--- src/rtl/i2c_reg_arbiter.sv ---
// -----------------------------------------------------------------------------
// i2c_reg_arbiter
//
// Shared I2C write engine for the audio codec control bus. N_REQ requesters
// are served round-robin. Each request is one codec register write (7-bit
// register address, 9-bit data), sent as a 3-byte I2C frame
// {DEV_ADDR, W=0, reg_addr, data}, MSB first, with START/STOP, one ACK slot
// after every byte and quarter-bit timing of CLK_DIV clocks per quarter.
//
// Ports
//   i_clk       system clock
//   i_rst_n     asynchronous active-low reset
//   i_req       per-requester level request, held until o_gnt
//   i_reg_addr  7-bit register address, slice k for requester k
//   i_reg_data  9-bit register data, slice k for requester k
//   i_sda_in    sampled SDA line, read in the ACK slots
//   o_gnt       one-cycle one-hot grant; address/data captured in that cycle
//   o_done      one-cycle pulse to the granted requester at frame end
//   o_err       pulses with o_done when the frame was NACKed
//   o_busy      high whenever a frame is in progress
//   o_sclk      SCL
//   o_sdat      SDA drive value
//   o_oen       1 = drive SDA, 0 = release (ACK slots)
//
// Build option
//   I2C_ACK_CHECK_EN  when defined, a NACK ends the frame after its ACK slot
//                     and raises o_err; when undefined, i_sda_in is ignored,
//                     all three bytes are always sent and o_err stays 0.
// -----------------------------------------------------------------------------
module i2c_reg_arbiter #(
   parameter int         N_REQ    = 2,
   parameter int         CLK_DIV  = 4,
   parameter logic [6:0] DEV_ADDR = 7'b0011010
) (
   input  logic               i_clk,
   input  logic               i_rst_n,
   input  logic [N_REQ-1:0]   i_req,
   input  logic [7*N_REQ-1:0] i_reg_addr,
   input  logic [9*N_REQ-1:0] i_reg_data,
   input  logic               i_sda_in,
   output logic [N_REQ-1:0]   o_gnt,
   output logic [N_REQ-1:0]   o_done,
   output logic               o_err,
   output logic               o_busy,
   output logic               o_sclk,
   output logic               o_sdat,
   output logic               o_oen
);

   localparam int RRW = (N_REQ > 1) ? $clog2(N_REQ) : 1;
   localparam int CW  = $clog2(CLK_DIV);

   typedef enum logic [2:0] {S_IDLE, S_START, S_BIT, S_ACK, S_STOP, S_GAP} state_t;

   state_t          state_q, state_d;
   logic [CW-1:0]   cnt_q, cnt_d;      // clocks within the current quarter
   logic [1:0]      qtr_q, qtr_d;      // quarter within the current phase
   logic [2:0]      bit_q, bit_d;
   logic [1:0]      byte_q, byte_d;
   logic [23:0]     frame_q, frame_d;  // current byte is always in [23:16]
   logic [RRW-1:0]  owner_q, owner_d;  // requester of the frame in flight
   logic [RRW-1:0]  rr_q, rr_d;        // last granted requester
   logic            run_q;             // blocks grants while reset is applied

   logic [6:0]      req_addr [N_REQ];
   logic [8:0]      req_data [N_REQ];
   logic            tick;
   logic            gnt_found;
   logic [RRW-1:0]  gnt_idx;
   logic [RRW-1:0]  cand;
   logic            grant_ok;
   logic            last_gap;
   logic            abort;

   genvar gi;
   generate
      for (gi = 0; gi < N_REQ; gi++) begin : g_slice
         assign req_addr[gi] = i_reg_addr[7*gi +: 7];
         assign req_data[gi] = i_reg_data[9*gi +: 9];
      end
   endgenerate

   assign tick     = (cnt_q == CW'(CLK_DIV - 1));
   assign last_gap = (state_q == S_GAP) && tick && (qtr_q == 2'd3);
   assign grant_ok = (state_q == S_IDLE) && gnt_found && run_q;

`ifdef I2C_ACK_CHECK_EN
   logic nack_q, nack_d;
   assign abort = nack_q;
`else
   logic unused_sda;
   assign unused_sda = i_sda_in;
   assign abort      = 1'b0;
`endif

   // Round-robin search starting one past the last granted requester.
   always_comb begin
      gnt_found = 1'b0;
      gnt_idx   = '0;
      cand      = '0;
      for (int i = 0; i < N_REQ; i++) begin
         cand = RRW'((int'(rr_q) + 1 + i) % N_REQ);
         if (!gnt_found && i_req[cand]) begin
            gnt_found = 1'b1;
            gnt_idx   = cand;
         end
      end
   end

   // State register
   always_ff @(posedge i_clk or negedge i_rst_n) begin
      if (!i_rst_n) begin
         state_q <= S_IDLE;
         cnt_q   <= '0;
         qtr_q   <= '0;
         bit_q   <= '0;
         byte_q  <= '0;
         frame_q <= '0;
         owner_q <= '0;
         rr_q    <= RRW'(N_REQ - 1);
         run_q   <= 1'b0;
`ifdef I2C_ACK_CHECK_EN
         nack_q  <= 1'b0;
`endif
      end else begin
         state_q <= state_d;
         cnt_q   <= cnt_d;
         qtr_q   <= qtr_d;
         bit_q   <= bit_d;
         byte_q  <= byte_d;
         frame_q <= frame_d;
         owner_q <= owner_d;
         rr_q    <= rr_d;
         run_q   <= 1'b1;
`ifdef I2C_ACK_CHECK_EN
         nack_q  <= nack_d;
`endif
      end
   end

   // Next-state logic
   always_comb begin
      state_d = state_q;
      cnt_d   = cnt_q;
      qtr_d   = qtr_q;
      bit_d   = bit_q;
      byte_d  = byte_q;
      frame_d = frame_q;
      owner_d = owner_q;
      rr_d    = rr_q;
`ifdef I2C_ACK_CHECK_EN
      nack_d  = nack_q;
`endif
      if (state_q != S_IDLE) begin
         cnt_d = tick ? '0 : cnt_q + CW'(1);
      end
      case (state_q)
         S_IDLE: begin
            if (grant_ok) begin
               state_d = S_START;
               cnt_d   = '0;
               qtr_d   = '0;
               frame_d = {DEV_ADDR, 1'b0, req_addr[gnt_idx], req_data[gnt_idx]};
               owner_d = gnt_idx;
               rr_d    = gnt_idx;
`ifdef I2C_ACK_CHECK_EN
               nack_d  = 1'b0;
`endif
            end
         end
         S_START: begin
            if (tick) begin
               qtr_d = qtr_q + 2'd1;
               if (qtr_q == 2'd1) begin
                  state_d = S_BIT;
                  qtr_d   = '0;
                  bit_d   = '0;
                  byte_d  = '0;
               end
            end
         end
         S_BIT: begin
            if (tick) begin
               qtr_d = qtr_q + 2'd1;
               if (qtr_q == 2'd3) begin
                  if (bit_q == 3'd7) state_d = S_ACK;
                  else               bit_d   = bit_q + 3'd1;
               end
            end
         end
         S_ACK: begin
            if (tick) begin
               qtr_d = qtr_q + 2'd1;
`ifdef I2C_ACK_CHECK_EN
               // ACK is sampled at the q1->q2 boundary, mid SCL-high.
               if (qtr_q == 2'd1) nack_d = i_sda_in;
`endif
               if (qtr_q == 2'd3) begin
                  if (byte_q == 2'd2 || abort) begin
                     state_d = S_STOP;
                  end else begin
                     state_d = S_BIT;
                     byte_d  = byte_q + 2'd1;
                     bit_d   = '0;
                     frame_d = {frame_q[15:0], 8'h00};
                  end
               end
            end
         end
         S_STOP: begin
            if (tick) begin
               qtr_d = qtr_q + 2'd1;
               if (qtr_q == 2'd2) begin
                  state_d = S_GAP;
                  qtr_d   = '0;
               end
            end
         end
         S_GAP: begin
            if (tick) begin
               qtr_d = qtr_q + 2'd1;
               if (qtr_q == 2'd3) state_d = S_IDLE;
            end
         end
         default: state_d = S_IDLE;
      endcase
   end

   // Output logic
   always_comb begin
      o_sclk = 1'b1;
      o_sdat = 1'b1;
      o_oen  = 1'b1;
      o_busy = (state_q != S_IDLE);
      o_gnt  = '0;
      o_done = '0;
      o_err  = 1'b0;
      case (state_q)
         S_IDLE:  if (grant_ok) o_gnt[gnt_idx] = 1'b1;
         S_START: o_sdat = (qtr_q == 2'd0);
         S_BIT: begin
            o_sclk = (qtr_q == 2'd1) || (qtr_q == 2'd2);
            o_sdat = frame_q[5'd23 - {2'b00, bit_q}];
         end
         S_ACK: begin
            o_sclk = (qtr_q == 2'd1) || (qtr_q == 2'd2);
            o_oen  = 1'b0;
         end
         S_STOP: begin
            o_sclk = (qtr_q != 2'd0);
            o_sdat = (qtr_q == 2'd2);
         end
         S_GAP: begin
            if (last_gap) begin
               o_done[owner_q] = 1'b1;
               o_err           = abort;
            end
         end
         default: ;
      endcase
   end

endmodule

--- config.mk ---
export PLATFORM = sky130hd
export DESIGN_NAME = i2c_reg_arbiter
export DESIGN_NICKNAME = d
export VERILOG_FILES = /design/src/rtl/i2c_reg_arbiter.sv
export SDC_FILE = /design/constraint.sdc
export NUM_CORES = 1
export LEC_CHECK = 0
export ABC_AREA = 1
export BUFFER_PORTS_ARGS = -buffer_cell sky130_fd_sc_hd__buf_2
export CORE_MARGIN = 4
export CORE_UTILIZATION = 56
export CTS_CLUSTER_DIAMETER = 120
export CTS_CLUSTER_SIZE = 8
export DETAILED_ROUTE_END_ITERATION = 8
export PLACE_DENSITY_LB_ADDON = 0.2
export SYNTH_ARGS = -nofsm -noshare
export SYNTH_HDL_FRONTEND = slang
export SYNTH_SLANG_ARGS = --single-unit
export TNS_END_PERCENT = 50
--- constraint.sdc ---
create_clock -name i_clk -period 1.8 [get_ports i_clk]
set_input_delay 0.27 -clock i_clk [delete_from_list [all_inputs] [get_ports i_clk]]
set_output_delay 0.27 -clock i_clk [all_outputs]
set_load 0.005 [all_outputs]
==> impl_metrics.json, run 1 <==
{
  "outcome": "finished with violations",
  "violations": "setup timing",
  "grt_use_total_pct": 21.7,
  "initial_utilization_pct": 60.0,
  "synthFlopType": "dfrtp_1",
  "period_minus_slack_ns": 1.80,
  "grt_pass1_vias": 2150,
  "vdd_ir_drop_max_mv": 0.961,
  "max_slew_margin_pct": 64.2,
  "synth_edf_count": 0,
  "syn_to_final_growth_pct": 26.3,
  "multi_input_area_um2": 1390,
  "start_kind": "flip-flop",
  "maxCapViolCount": 0,
  "ios": 46,
  "finClkSkew_ns": 0.00676,
  "worst_slew_pin_slew_ns": 0.532,
  "fin_tns_setup_ns": -0.000910,
  "hold_viol": 0,
  "clk-insertion-delay-late_ns": 0.29,
  "synth_nets": 383,
  "yosysMostFrequentCell": "nand2_1",
  "first_iter_violations": 176,
  "slew_violations": 0,
  "cts_max_level": 2,
  "clockBufferDepth": 2,
  "clkTransAtPathRegs_ns": 0.08,
  "p_total_mw": 5.49,
  "setup_viol": 1,
  "wl_um": 5930,
  "yosysSeqAreaShare_pct": 39.3,
  "vias_per_cell": 5.31,
  "p_leak_nw": 1.61,
  "routedWlPerCell_um": 13.1,
  "diodes": 0,
  "drive_gt1_share_pct": 33.9,
  "io_buffers": 43,
  "drtPass1Iterations": 4,
  "drc_errors": 0,
  "synth_top_area_share_pct": 38.2,
  "timing.fmax_mhz": 555,
  "cp.required_ns": 1.53,
  "rsz0062_at_grt": "yes",
  "powerDensity_nw_per_um2": 1750,
  "grt_overflow": 0,
  "root_buffer": "clkbuf_8",
  "dieHeight_um": 74.6,
  "hold_path_class": "input pin to flip-flop",
  "finalCoreUtilization_pct": 75.8,
  "ant_nets": 0,
  "antenna_found_initial": 0,
  "fin_crit_sh_pct": 100,
  "critPathKind": "flip-flop to primary output",
  "synthArstFlopShare_pct": 100,
  "syn_avg_cell_area_um2": 7.42,
  "critPathArrivalTime_ns": 1.53,
  "dieArea_um2": 5570,
  "layout.nets": 451,
  "finalWorstSetupSlack_ns": -0.000910,
  "yosys_register_bits": 39,
  "place_hpwl_um": 3840,
  "nFillCells": 300,
  "cts.sinks": 39,
  "cts_tree": "built",
  "fp.dieW_um": 74.6,
  "synth_cell_types": 30,
  "crit_path_end_kind": "primary output",
  "grt_max_degree": 23,
  "synth.area.top_cells": "dfrtp_1 38%, nand2_1 16%, nor2_1 7.4%, ha_1 5.5%, o21ai_2 4.9%",
  "synth_area_leader_cell": "dfrtp_1",
  "worstPathMaxFanout": 4,
  "synth_commonest_cells": "103 x nand2_1, 49 x nor2_1, 38 x dfrtp_1, 22 x o21ai_0",
  "gp_congestion": 0.906,
  "vias": 2413,
  "cts_made_buffers": 5,
  "synthesis.instances": 335,
  "seqCellArea_um2": 982,
  "whs_ns": 0.267,
  "grt_pass1_wl_um": 9440,
  "yosysWarnings": 0,
  "syn_area_um2": 2490,
  "core_area_um2": 4140,
  "std_cell_rows": 23
}
## kinds of logic (layout without fill, tap and decap cells)
| family | Yosys count | count (layout) | synth area share, % |
|---|---|---|---|
| adders and majority gates | 11 | 11 | 5.54 |
| DFF | 39 | 39 | 39.3 |
| buffers and inverters | 36 | 105 | 8.20 |
| other | 2 | 2 | 0.302 |
| AOI/OAI and AO/OA | 56 | 56 | 14.2 |
| and+or+nand+nor | 191 | 191 | 32.4 |
## layout make-up
cell class | instances | area share, %
multi-input combinational | 260 | 44.2
sequential | 39 | 31.3
timing repair buffer | 73 | 15.4
inverter | 24 | 3.27
clock buffer | 6 | 2.63
tap | 50 | 1.99
clock inverter | 2 | 1.24
## where the power goes
group	switching, mW	internal (mW)
logic	1.84	1.29
clock network	0.335	0.456
registers	0.286	1.28
## worst max-delay path, cell delays in order (launching register included)
cell and delay [ns]:
dfrtp_2 0.45, buf_4 0.15, nor2_2 0.12, nand3_1 0.15, a22oi_2 0.17, nand2_1 0.08
buf_2 0.12
## stage by stage
stage | setup WS [ns] | instance area, um2 | std cells
6_report | -0.000910 | 3140 | 454
2_1_floorplan | 0.303 | 2490 | 335
5_1_grt | -0.0682 | 3140 | 454
4_1_cts | -0.00894 | 3040 | 448
3_5_place_dp | 0.138 | 2770 | 427
3_3_place_gp | 0.149 | 2770 | 427
## placed cells by master (no fill, tap or decap), types with 5 or more instances in the layout
cell type / count
a31oi_1: 8
dfrtp_1: 34
o21ai_2: 14
nor2_1: 42
clkbuf_8: 6
nand2_2: 12
buf_2: 43
nand2_1: 99
inv_1: 14
buf_4: 25
inv_2: 5
nand3_1: 17
nand4_1: 5
nor2_4: 6
a21oi_1: 5
o21ai_0: 22
ha_1: 11
## flip-flops by register name, indices dropped and copies added, names as in the netlist
| name | count |
|---|---|
| byte_q | 2 |
| qtr_q | 2 |
| owner_q | 1 |
| state_q | 3 |
| frame_q | 24 |
| cnt_q | 2 |
| bit_q | 3 |
| run_q | 1 |
| rr_q | 1 |
## path summary, 6_finish.rpt
kind                                          from                      end  slack, ns  cells past startpoint
max in group asynchronous                  i_rst_n         rr_q$_DFFE_PN1P_       0.76                      3
setup reg to reg            state_q[1]$_DFFE_PN0P_      owner_q$_DFFE_PN0P_       0.05                     13
hold / removal                      i_reg_data[10]   frame_q[1]$_DFFE_PN0P_       0.27                      3
min in group asynchronous                  i_rst_n     bit_q[1]$_DFFE_PN0P_       0.46                      2
hold reg to reg            frame_q[14]$_DFFE_PN0P_  frame_q[14]$_DFFE_PN0P_       0.49                      2
setup / recovery            state_q[0]$_DFFE_PN0P_                   o_sdat    -0.0009                      6
## metal layers
layer / part of all wire [%] / GRT usage [%]
met5: 0 / 0
met4: 2.3 / 6.52
met3: 5.9 / 4.41
met2: 47 / 34.1
met1: 45 / 30.5
## repair_timing
| action | 4_1_cts | 5_1_grt |
|---|---|---|
| setup endpoints to repair | 6 | 10 |
| pin swaps | 3 | 7 |
| hold endpoints to repair | 20 | 0 |
| resized for setup | 17 | 18 |
| gates cloned | 0 | 0 |
| buffers inserted | 12 | 6 |
| hold buffers | 1 | 0 |
No activity file was read; power rests on OpenSTA's default activity.
==> inputs of run 2 (changes only) <==
--- a/config.mk
+++ b/config.mk
@@ -8,11 +8,11 @@
 export ABC_AREA = 1
 export BUFFER_PORTS_ARGS = -buffer_cell sky130_fd_sc_hd__buf_2
 export CORE_MARGIN = 4
-export CORE_UTILIZATION = 56
+export CORE_UTILIZATION = 50
 export CTS_CLUSTER_DIAMETER = 120
-export CTS_CLUSTER_SIZE = 8
+export CTS_CLUSTER_SIZE = 20
 export DETAILED_ROUTE_END_ITERATION = 8
-export PLACE_DENSITY_LB_ADDON = 0.2
+export PLACE_DENSITY = 0.8
 export SYNTH_ARGS = -nofsm -noshare
 export SYNTH_HDL_FRONTEND = slang
 export SYNTH_SLANG_ARGS = --single-unit
==> impl_metrics.json, run 2 (same netlist as run 1, synthesis figures left out) <==
{
  "hold_viol": 0,
  "clkTransAtPathRegs_ns": 0.08,
  "wl_um": 5500,
  "fin_crit_sh_pct": 101,
  "setup_viol": 1,
  "vdd_ir_drop_max_mv": 1.17,
  "grt_pass1_vias": 2172,
  "drtPass1Iterations": 4,
  "vias": 2304,
  "syn_to_final_growth_pct": 22.2,
  "slew_violations": 0,
  "period_minus_slack_ns": 1.82,
  "clk-insertion-delay-late_ns": 0.29,
  "place_area_um2": 2780,
  "start_kind": "flip-flop",
  "violations": "setup timing",
  "grt_pass1_wl_um": 9460,
  "root_buffer": "clkbuf_8",
  "cts_tree": "built",
  "hold_path_class": "input pin to asynchronous set/reset pin",
  "place_hpwl_um": 3780,
  "grt_max_degree": 40,
  "dieArea_um2": 6160,
  "regMostFlops": "frame_q",
  "initial_utilization_pct": 52.3,
  "timing.fmax_mhz": 549,
  "final_cell_mix": "101 x nand2_1, 45 x nor2_1, 43 x buf_2",
  "finalWorstSetupSlack_ns": -0.0203,
  "p_leak_nw": 1.55,
  "drc_errors": 0,
  "io_buffers": 43,
  "crit_path_end_kind": "primary output",
  "fp.dieW_um": 78.5,
  "ios": 46,
  "diodes": 0,
  "core_area_um2": 4750,
  "routedWlPerCell_um": 11.9,
  "layout_commonest_cell": "nand2_1",
  "largest_reg_flops": 24,
  "outcome": "finished with violations",
  "critPathArrivalTime_ns": 1.55,
  "gp_congestion": 0.881,
  "worstPathMaxFanout": 5,
  "ctsHoldBuffers": 0,
  "grt_use_total_pct": 19.0,
  "fin_cells": 464,
  "cts_made_buffers": 5,
  "cts.sinks": 39,
  "drive_gt1_share_pct": 31.0,
  "dieHeight_um": 78.5,
  "rsz0062_at_grt": "yes",
  "maxCapViolCount": 0,
  "fin_tns_setup_ns": -0.0203,
  "pre_cts_ws_ns": 0.110,
  "layout.nets": 444,
  "stdcell_area_um2": 3040,
  "crit_start": "state_q[1]$_DFFE_PN0P_",
  "vias_per_cell": 4.97,
  "reg_top3": "frame_q x24, bit_q x3, state_q x3",
  "cts_max_level": 2,
  "clockBufferDepth": 2,
  "first_iter_violations": 122,
  "cp.required_ns": 1.53,
  "dp.cells": 443,
  "std_cell_rows": 25,
  "critPathKind": "flip-flop to primary output",
  "grt_overflow": 0,
  "antenna_found_initial": 0,
  "ant_nets": 0,
  "worstReg2RegStart": "state_q[2]$_DFFE_PN0P_",
  "finClkSkew_ns": 0.00604,
  "powerDensity_nw_per_um2": 1700
}
==> run 2: cell types whose count changed in the layout (fill, tap and decap cells not counted), sizes merged <==
cell / before / now
bufinv: 1 / 0
dlygate4sd3: 1 / 0
clkinv: 1 / 3
clkinvlp: 0 / 1
inv: 24 / 22
buf: 72 / 66
==> run 2: final timing paths <==
path,to,slack (ns),cells after the start
min in group i_clk,frame_q[3]$_DFFE_PN0P_,0.27,3
worst max register to register,state_q[1]$_DFFE_PN0P_,0.14,8
worst min-delay path,state_q[2]$_DFFE_PN0P_,0.01,2
max in group asynchronous,qtr_q[1]$_DFFE_PN0P_,1.40,2
worst max-delay path,o_sdat,-0.02,6
worst min register to register,frame_q[15]$_DFFE_PN0P_,0.48,2
==> run 2: report_power, final <==
part	switching, mW	internal [mW]	leakage (nW)
combinational	1.78	1.24	1.02
sequential	0.273	1.28	0.484
clock	0.306	0.271	0.0412
==> run 2: worst max-delay path, stage by stage (launching register included) <==
cell	delay (ns)
dfrtp_2	0.48
buf_4	0.16
nor2_1	0.13
nand3_1	0.12
a22oi_2	0.18
nand2_1	0.07
buf_2	0.12
==> run 2: area by class of cell <==
class | count | area, um2
inverter | 24 | 100
fill | 432 | 1720
sequential | 39 | 983
timing repair buffer | 66 | 425
clock inverter | 2 | 12.5
clock buffer | 6 | 72.6
multi-input combinational | 260 | 1360
tap | 67 | 83.8
==> run 2: routing by layer <==
layer | track usage (%) | up-vias | wire, um
met3 | 3.56 | 5 | 286
met1 | 25.1 | 1027 | 2480
met2 | 30.9 | 67 | 2660
met5 | 0 | - | 0
met4 | 6.82 | 0 | 78
li1 | - | 1205 | -
==> run 2: per-stage QoR <==
stage,hold WS (ns),power (mW),util [%]
final,0.0134,5.16,63.9
after global routing,0.0677,5.65,63.9
after CTS,0.0381,5.04,62.6
after detailed placement,0.348,4.22,58.6
after global placement,0.349,4.15,58.6
after floorplan,-0.0256,3.63,-
==> run 2: timing repair <==
| action | in CTS | in global routing |
|---|---|---|
| buffers inserted | 11 | 2 |
| resized for setup | 8 | 19 |
| pin swaps | 2 | 3 |
| endpoints found under the setup margin | 6 | 8 |
| hold endpoints to repair | 0 | 0 |
